`config.mk`:
```
export PLATFORM = sky130hd
export DESIGN_NAME = spi_master_burst
export DESIGN_NICKNAME = d
export VERILOG_FILES = /design/src/rtl/spi_master_burst.sv
export SDC_FILE = /design/constraint.sdc
export NUM_CORES = 1
export LEC_CHECK = 0
export BUFFER_PORTS_ARGS = -buffer_cell sky130_fd_sc_hd__clkbuf_2
export CAP_MARGIN = 20
export CORE_ASPECT_RATIO = 0.6
export CORE_MARGIN = 2
export CORE_UTILIZATION = 55
export DETAILED_ROUTE_END_ITERATION = 12
export PLACE_DENSITY = 0.83
export SETUP_SLACK_MARGIN = 0.05
export SLEW_MARGIN = 40
export SYNTH_ARGS = -nofsm -noshare
export SYNTH_HDL_FRONTEND = slang
export SYNTH_SLANG_ARGS = --single-unit
```
`constraint.sdc`:
```
create_clock -name clk_i -period 2.4 [get_ports clk_i]
set_input_delay 0 -clock clk_i [delete_from_list [all_inputs] [get_ports clk_i]]
set_output_delay 0 -clock clk_i [all_outputs]
set_load 0.005 [all_outputs]
```
`src/rtl/spi_master_burst.sv`:
```
// spi_master_burst: mode-3 (CPOL=1, CPHA=1) SPI master for register access.
// Sends an ADDR_W+2 bit header {rw, mb, addr} followed by 1..MAX_BYTES data
// bytes, MSB first, in 4-wire or 3-wire (shared SDIO) mode.
//
// Handshakes: req_i is sampled only in IDLE. Once a transfer is accepted,
// busy_o stays high until the block is back in IDLE. wr_rdy_o pulses for one
// cycle when wr_data_i has been loaded into the shifter. The next write byte
// must then be placed on wr_data_i before the next byte boundary.
// rd_valid_o pulses for one cycle when rd_data_o holds a newly received byte.
// ack_o pulses for one cycle, together with the rise of CS, at the end of the
// transfer.
module spi_master_burst #(
    parameter int ADDR_W    = 6,
    parameter int MAX_BYTES = 8,
    parameter int CLK_DIV   = 2,
    localparam int HDR_W    = ADDR_W + 2,
    localparam int LEN_W    = $clog2(MAX_BYTES + 1)
) (
    input  logic              clk_i,
    input  logic              rst_i,
    input  logic              req_i,
    input  logic              rw_ni,
    input  logic              three_wire_i,
    input  logic [ADDR_W-1:0] addr_i,
    input  logic [LEN_W-1:0]  len_i,
    input  logic [7:0]        wr_data_i,
    output logic              wr_rdy_o,
    output logic [7:0]        rd_data_o,
    output logic              rd_valid_o,
    output logic              busy_o,
    output logic              ack_o,
    output logic              spi_cs_no,
    output logic              spi_clk_o,
    output logic              spi_data_o,
    input  logic              spi_data_i,
    output logic              spi_oe_o
);

    localparam int CNT_W = $clog2(HDR_W + 8 * MAX_BYTES + 1);
    localparam int DIV_W = (CLK_DIV > 1) ? $clog2(CLK_DIV) : 1;
    localparam int TX_W  = (HDR_W > 8) ? HDR_W : 8;

    localparam logic [DIV_W-1:0] DIV_LAST = DIV_W'(CLK_DIV - 1);
    // In back-to-back transfers, the IDLE cycle that accepts the next request
    // counts toward the CS-high gap. GAP is therefore one cycle shorter than
    // CLK_DIV, so CS stays high for exactly CLK_DIV cycles.
    localparam logic [DIV_W-1:0] GAP_LAST = DIV_W'((CLK_DIV > 1) ? CLK_DIV - 2 : 0);
    localparam logic [CNT_W-1:0] HDR_CNT  = CNT_W'(HDR_W);
    localparam logic [LEN_W-1:0] MAX_LEN  = LEN_W'(MAX_BYTES);

    typedef enum logic [2:0] {
        ST_IDLE  = 3'd0,
        ST_SETUP = 3'd1,
        ST_SHIFT = 3'd2,
        ST_HOLD  = 3'd3,
        ST_GAP   = 3'd4
    } state_t;

    state_t            state_q, state_d;
    logic [DIV_W-1:0]  div_q, div_d;
    logic [CNT_W-1:0]  bit_cnt_q, bit_cnt_d;
    logic [CNT_W-1:0]  tot_q, tot_d;
    logic [TX_W-1:0]   tx_q, tx_d;
    logic [7:0]        rx_q, rx_d;
    logic              rw_q, rw_d;
    logic              three_q, three_d;
    logic              cs_q, cs_d;
    logic              sclk_q, sclk_d;
    logic              oe_q, oe_d;
    logic              busy_q, busy_d;
    logic              ack_q, ack_d;
    logic              wr_rdy_q, wr_rdy_d;
    logic              rd_valid_q, rd_valid_d;
    logic [7:0]        rd_data_q, rd_data_d;

    logic [LEN_W-1:0]  len_n;
    logic [HDR_W-1:0]  hdr;
    logic [CNT_W-1:0]  tot_calc;
    logic [CNT_W-1:0]  nb;
    logic              div_last;
    logic              in_data;
    logic              byte_start;
    logic              byte_end;

    // Normalise the length, build the header, and decode bit-position flags.
    always_comb begin
        len_n = len_i;
        if (len_i == '0) begin
            len_n = LEN_W'(1);
        end else if (len_i > MAX_LEN) begin
            len_n = MAX_LEN;
        end
        hdr        = {rw_ni, (len_n > LEN_W'(1)), addr_i};
        tot_calc   = HDR_CNT + (CNT_W'(len_n) << 3);
        nb         = bit_cnt_q - HDR_CNT;
        div_last   = (div_q == DIV_LAST);
        in_data    = (bit_cnt_q >= HDR_CNT);
        byte_start = in_data && (nb[2:0] == 3'd0);
        byte_end   = in_data && (nb[2:0] == 3'd7);
    end

    // Next-state logic for the transfer FSM, the SCLK divider and the shifters.
    always_comb begin
        state_d    = state_q;
        div_d      = div_q;
        bit_cnt_d  = bit_cnt_q;
        tot_d      = tot_q;
        tx_d       = tx_q;
        rx_d       = rx_q;
        rw_d       = rw_q;
        three_d    = three_q;
        cs_d       = cs_q;
        sclk_d     = sclk_q;
        oe_d       = oe_q;
        busy_d     = busy_q;
        ack_d      = 1'b0;
        wr_rdy_d   = 1'b0;
        rd_valid_d = 1'b0;
        rd_data_d  = rd_data_q;

        case (state_q)
            ST_IDLE: begin
                if (req_i) begin
                    rw_d      = rw_ni;
                    three_d   = three_wire_i;
                    tot_d     = tot_calc;
                    tx_d      = TX_W'(hdr) << (TX_W - HDR_W);
                    bit_cnt_d = '0;
                    div_d     = '0;
                    cs_d      = 1'b0;
                    sclk_d    = 1'b1;
                    oe_d      = 1'b1;
                    busy_d    = 1'b1;
                    state_d   = ST_SETUP;
                end
            end

            ST_SETUP: begin
                div_d = div_q + 1'b1;
                if (div_last) begin
                    // The first falling edge keeps the header MSB already on the line.
                    div_d   = '0;
                    sclk_d  = 1'b0;
                    state_d = ST_SHIFT;
                end
            end

            ST_SHIFT: begin
                div_d = div_q + 1'b1;
                if (div_last) begin
                    div_d = '0;
                    if (!sclk_q) begin
                        // Rising edge: sample the input line.
                        sclk_d    = 1'b1;
                        rx_d      = {rx_q[6:0], spi_data_i};
                        bit_cnt_d = bit_cnt_q + 1'b1;
                        if (rw_q && byte_end) begin
                            rd_data_d  = {rx_q[6:0], spi_data_i};
                            rd_valid_d = 1'b1;
                        end
                    end else if (bit_cnt_q == tot_q) begin
                        state_d = ST_HOLD;
                    end else begin
                        // Falling edge: present the next bit.
                        sclk_d = 1'b0;
                        if (byte_start && !rw_q) begin
                            tx_d     = TX_W'(wr_data_i) << (TX_W - 8);
                            wr_rdy_d = 1'b1;
                        end else begin
                            tx_d = tx_q << 1;
                        end
                        // 3-wire read: release SDIO once the header has been sent.
                        if (bit_cnt_q == HDR_CNT && three_q && rw_q) begin
                            oe_d = 1'b0;
                        end
                    end
                end
            end

            ST_HOLD: begin
                div_d = div_q + 1'b1;
                if (div_last) begin
                    div_d = '0;
                    cs_d  = 1'b1;
                    ack_d = 1'b1;
                    oe_d  = 1'b0;
                    tx_d  = '0;
                    if (CLK_DIV > 1) begin
                        state_d = ST_GAP;
                    end else begin
                        busy_d  = 1'b0;
                        state_d = ST_IDLE;
                    end
                end
            end

            ST_GAP: begin
                div_d = div_q + 1'b1;
                if (div_q == GAP_LAST) begin
                    div_d   = '0;
                    busy_d  = 1'b0;
                    state_d = ST_IDLE;
                end
            end

            default: begin
                state_d = ST_IDLE;
            end
        endcase
    end

    // State and output registers; reset overrides any transfer in progress.
    always_ff @(posedge clk_i) begin
        if (rst_i) begin
            state_q    <= ST_IDLE;
            div_q      <= '0;
            bit_cnt_q  <= '0;
            tot_q      <= '0;
            tx_q       <= '0;
            rx_q       <= '0;
            rw_q       <= 1'b0;
            three_q    <= 1'b0;
            cs_q       <= 1'b1;
            sclk_q     <= 1'b1;
            oe_q       <= 1'b0;
            busy_q     <= 1'b0;
            ack_q      <= 1'b0;
            wr_rdy_q   <= 1'b0;
            rd_valid_q <= 1'b0;
            rd_data_q  <= '0;
        end else begin
            state_q    <= state_d;
            div_q      <= div_d;
            bit_cnt_q  <= bit_cnt_d;
            tot_q      <= tot_d;
            tx_q       <= tx_d;
            rx_q       <= rx_d;
            rw_q       <= rw_d;
            three_q    <= three_d;
            cs_q       <= cs_d;
            sclk_q     <= sclk_d;
            oe_q       <= oe_d;
            busy_q     <= busy_d;
            ack_q      <= ack_d;
            wr_rdy_q   <= wr_rdy_d;
            rd_valid_q <= rd_valid_d;
            rd_data_q  <= rd_data_d;
        end
    end

    assign wr_rdy_o   = wr_rdy_q;
    assign rd_data_o  = rd_data_q;
    assign rd_valid_o = rd_valid_q;
    assign busy_o     = busy_q;
    assign ack_o      = ack_q;
    assign spi_cs_no  = cs_q;
    assign spi_clk_o  = sclk_q;
    assign spi_data_o = tx_q[TX_W-1];
    assign spi_oe_o   = oe_q;

endmodule

```
## After elaboration in Yosys (flattened, before gate mapping)

Index checks and enable logic that the tools add are counted.

- Bits in registers: 50
- Bits of input ports: 24
- Output and inout port bits: 16
- Word-level logic and storage cells: 118

- Add/subtract/negate cells: 4
- Order comparisons: 3
- Equality and inequality tests: 17
- Mux-type cells: 43
- Bitwise gates (word level): 4
- Reduce and logical (&&, ||, !) cells: 31

Operator list:

| kind | count |
|---|---|
| two-way mux 8 bit | 6 |
| one-hot mux 8 bit (3 select lines) | 1 |
| two-way mux 3 bit | 7 |
| two-way mux 7 bit | 3 |
| inequality test 2 bit, second input constant | 10 |
| two-way mux 1 bit | 17 |
| one-hot mux 3 bit (5 select lines) | 1 |
| one-hot mux 7 bit (2 select lines) | 1 |
| AND reduction 7 bit | 2 |
| AND reduction 4 bit | 3 |
| one-hot mux 1 bit (3 select lines) | 3 |
| AND reduction 3 bit | 3 |
| nonzero test 3 bit | 3 |
| two-way mux 4 bit | 2 |
| adder 4 x 7 -> 7 bit, first input constant | 1 |
| adder 7 x 1 -> 7 bit, second input constant | 1 |
| == test 7 x 4 -> 1 bit, second input constant | 1 |
| == test 7 bit | 1 |
| greater-or-equal comparator 7 x 4 -> 1 bit, second input constant | 1 |
| == test 3 x 2 -> 1 bit, second input constant | 2 |
| == test 3 bit, second input constant | 2 |
| logical AND 1 bit | 6 |
| logical NOT 3 bit | 2 |
| AND reduction 6 bit | 1 |
| other kinds (15) | 22 |

## Logic depth before layout (Yosys ltp)

- Depth after elaboration: 9
- Mapped depth: 9
- Depth with buffers taken out: 9

## Least setup slack after synthesis

No wires, ideal clock.

- Path type: register -> register
- Start point: register state_q[1]
- End point: register tx_q[0]
- Setup time: 121 ps
- Arrival: 1580 ps
- Data required time: 2279 ps
- Setup slack: 698 ps
- Stages on the path, launching flop included: 5
- Path buffers: 0
- Clock period less this slack: 1702 ps
- Path through: dfxtp_1 -> nor3b_4 -> nor3b_4 -> a21o_4 -> mux2_4

- Longest elaborated chain between the ends: 3
- Elaborated cells on any way between the ends: 11
- Classes of those cells: 7 x eq/ne; 1 x mux; 3 x reduce/logical

RTL lines:

| item | line | text |
|---|---|---|
| start: declaration | 59 | `state_t state_q, state_d;` |
| start signal: assignment | 232 | `state_q <= state_d;` |
| == test 3 x 2 -> 1 bit / logical NOT 3 bit (equally long branches) | 121 | `case (state_q)` |
| inequality test 2 bit (no source line) / nonzero test 3 bit (equally long branches) | n/a |  |
| AND reduction 6 bit (no source line) | n/a |  |
| end signal: assignment | 236 | `tx_q <= tx_d;` |
| end: declaration | 63 | `logic [TX_W-1:0] tx_q, tx_d;` |

Parallel ways exist; a longest one is shown, timed or not.
A chain may end at the register's enable or synchronous reset.

## Worst setup path in the final report

- Start point: register state_q[0]
- End point: register tx_q[0]

The elaborated chain is that of the path after synthesis.

==> flow_metrics.py <==
metrics = {
    "detailed_routing": {
        "finalWirelength_um": 5561,
        "dr.pass1.iters": 4,
        "viasPerCell": 5.713,
        "wl_per_cell_um": 14.63,
        "num_vias": 2171,
        "drtIter0Drc": 110,
        "drc": 0,
        "ant_nets": 0,
    },
    "floorplan": {
        "initial_core_util_pct": 58.65,
        "row_count": 18,
        "die_w_um": 90.51,
        "coreArea_um2": 4212,
        "ios": 40,
        "die_h_um": 55.91,
        "dieArea_um2": 5060,
    },
    "cells_and_area": {
        "seqCellArea_um2": 940.9,
        "antenna_cells": 0,
        "final_util_pct": 66.70,
        "finalNetCount": 349,
        "drive_gt1_share_pct": 21.56,
        "area_growth_pct": 13.73,
        "multiInputGateArea_um2": 1385,
        "fillers": 374,
    },
    "power": {
        "switching_share_pct": 28.78,
        "combPwrFrac_pct": 15.1,
        "power.internal_w": 0.001121,
        "p_sw_w": 0.0004529,
        "seqPwrFrac_pct": 54.0,
        "power.leakage_nw": 1.085,
        "p_per_area_nw_per_um2": 560.2,
        "vdd_ir_drop_max_v": 0.0004087,
        "power.share.clock_pct": 30.9,
    },
    "critical_path": {
        "crit_arrival_ns": 2.16,
        "reg2reg_depth": 4,
        "cp-end-kind": "flip-flop",
        "crit_path_cell_trace": "or3b_1 > a21o_1 > a21o_4 > mux2_4",
        "cp.required_ns": 2.60,
        "rrSetupSlack_ns": 0.44,
        "r2r_start": "state_q[0]$_SDFFE_PP0P_",
        "crit_path_start_kind": "flip-flop",
        "r2r_end": "tx_q[0]$_SDFFE_PP0P_",
        "crit_fanout": 13,
        "cp_slowest_cell": "or3b_1",
        "slowest_delay_ns": 0.50,
        "crit_family": "compound AO/OA/AOI/OAI gates",
        "path_class": "reg -> reg",
        "worst-path-buf-inv": 0,
    },
    "clock_network": {
        "cts_inserted_buffers": 5,
        "cts_tree": "built",
        "root_buffer": "clkbuf_8",
        "clk_pin_slew_worst_paths_ns": 0.09,
        "cts_sinks": 47,
        "clock_latency_ns": 0.30,
        "clk_path_buf_depth": 2,
        "htree_levels": 2,
    },
    "global_routing": {
        "grt_pass1_vias": 1943,
        "antenna_found_initial": 0,
        "grt_use_total_pct": 22.50,
        "grt_max_degree": 45,
        "grt-ovfl-total": 0,
        "grt_pass1_wl_um": 9232,
    },
    "synth": {
        "synth_fp_nets": 314,
        "ys.flop_type": "dfxtp_1",
        "synth_edf_count": 0,
        "synth.distinct_cells": 53,
        "synth_area_per_cell_um2": 8.697,
        "yosysWarnings": 0,
        "synth_top_area_share_pct": 38.10,
        "synth_top_area_cell": "dfxtp_1",
        "syn_inst": 284,
        "yosys-top-cells-area": "dfxtp_1 38%, nor2_1 4.7%, a21oi_1 4.5%, a221oi_2 4.3%, nand2_1 4.3%",
        "async_flop_share_pct": 0,
        "syn_area_um2": 2470,
        "synth-seq-cells": 47,
        "ys_seq_area_share_pct": 38.10,
    },
    "timing": {
        "finalClockSkew_ns": 0.007367,
        "finalSetupViolations": 0,
        "fin_crit_sh_pct": 81.57,
        "maxSlewHeadroom_pct": 61.65,
        "rsz0062_at_grt": "false",
        "setup_ws_ns": 0.4422,
        "slew_violations": 0,
        "worstMarginPinSlew_ns": 0.5732,
        "whs_ns": 0.05730,
        "tns_ns": 0,
        "finalHoldViolations": 0,
        "period_minus_slack_ns": 1.958,
        "fmaxAchievable_mhz": 510.8,
    },
    "flow_run": {
        "drv_cap": 0,
    },
    "min_path": {
        "holdPathStages": 3,
        "hp-class": "in -> reg",
        "worstHoldStart": "rst_i",
        "whs_endpoint": "state_q[2]$_SDFFE_PP0P_",
    },
    "placed_design": {
        "gp_congestion": 0.8930,
        "dp_hpwl_um": 3895,
        "place_ws_ns": 0.4555,
        "io_buffers": 39,
    },
    "outcome": {
        "status": "finished, final reports clean",
    },
}
==> cells by family after synthesis <==
logic type,share of synthesized area [%]
DFF,38.10
and+or+nand+nor,25.33
buffers and inverters,6.079
adders and majority gates,3.039
xor gates and xnor gates,3.191
AOI/OAI and AO/OA,19.96
muxes,4.306
==> worst max-delay path by stage <==
stage                                  startpoint                   endpoint  cells after the start
after floorplan           state_q[1]$_SDFFE_PP0P_       tx_q[0]$_SDFFE_PP0P_                      4
after global placement    state_q[0]$_SDFFE_PP0P_       tx_q[0]$_SDFFE_PP0P_                      4
after detailed placement  state_q[0]$_SDFFE_PP0P_       tx_q[0]$_SDFFE_PP0P_                      4
after CTS                 state_q[0]$_SDFFE_PP0P_       tx_q[0]$_SDFFE_PP0P_                      4
after global routing      state_q[1]$_SDFFE_PP0P_  rd_data_o[5]$_SDFFE_PP0P_                      5
final                     state_q[0]$_SDFFE_PP0P_       tx_q[0]$_SDFFE_PP0P_                      4
==> power by group through the flow <==
stage	logic [W]	clock network (W)	registers, W
CTS	0.000237	0.000494	0.000849
detailed placement	0.000232	0	0.000867
floorplan	0.000183	0	0.000851
finish	0.000238	0.000486	0.000850
global route	0.000261	0.000531	0.000856
global placement	0.000227	0	0.000865
==> area by class of cell <==
class	count	share of cell area [%]
multi-input cells	203	49.31
flip-flops and latches	47	33.50
repair buffers	47	9.354
well taps	60	2.673
clock buffers	5	2.450
inverters	15	2.004
clock inverters	3	0.7127
==> through the flow <==
step | cells | total power, W | instance area [µm²]
floorplan | 284 | 0.001034 | 2470
global placement | 369 | 0.001092 | 2690
detailed placement | 369 | 0.001099 | 2690
CTS | 380 | 0.001580 | 2809
global route | 380 | 0.001648 | 2809
finish | 380 | 0.001574 | 2809
==> placed cells by master, fill, tap and decap left out, types with 2 or more instances in the layout <==
master,instances
xor2_1,4
mux2i_1,8
nand2_1,28
dfxtp_1,47
or2_1,2
dlygate4sd3_1,3
nor2b_1,5
or4_1,3
a21o_4,2
and3_1,2
a311oi_1,2
clkinvlp_4,2
nor3b_4,2
nand2b_1,4
inv_1,15
and4_1,8
and2_1,6
nor3_1,6
a221oi_2,7
nand3_1,6
xnor2_1,5
o31ai_1,2
a211oi_1,10
a31oi_1,8
nor2_1,31
a21oi_1,22
buf_4,5
ha_1,6
clkbuf_2,39
clkbuf_8,5
==> layer usage <==
metal  wire (µm)  track usage, %
met5           0               0
met4          45           7.253
met3         342           4.201
met2        2326           32.84
met1        2847           33.39
==> registers in the layout, indices dropped and copies added (netlist names), 3 cells and up <==
register,count
rx_q,7
rd_data_o,8
state_q,3
tx_q,8
tot_q,4
bit_cnt_q,7
==> repair_timing <==
| action | CTS | global route |
|---|---|---|
| endpoints found under the hold margin | 4 | 0 |
| gates resized for setup | 0 | 0 |
| setup buffers | 0 | 0 |
| hold buffers | 3 | 0 |
==> cell usage after synthesis (3+ instances only) <==
library cell / count
a211oi_1: 10
a21oi_1: 22
a221oi_2: 7
a31oi_1: 8
and2_1: 6
and4_1: 8
buf_2: 6
clkbuf_1: 10
dfxtp_1: 47
ha_1: 6
inv_1: 15
mux2i_1: 8
nand2_1: 28
nand2b_1: 4
nand3_1: 6
nor2_1: 31
nor2b_1: 5
nor3_1: 6
or4_1: 3
xnor2_1: 5
xor2_1: 4
==> worst min-delay path: cells and delay by family <==
family / cells / cell delay, ns
buf+inv: 1 / 0.09
simple gates: 2 / 0.23
No activity file was read; power rests on OpenSTA's default activity.
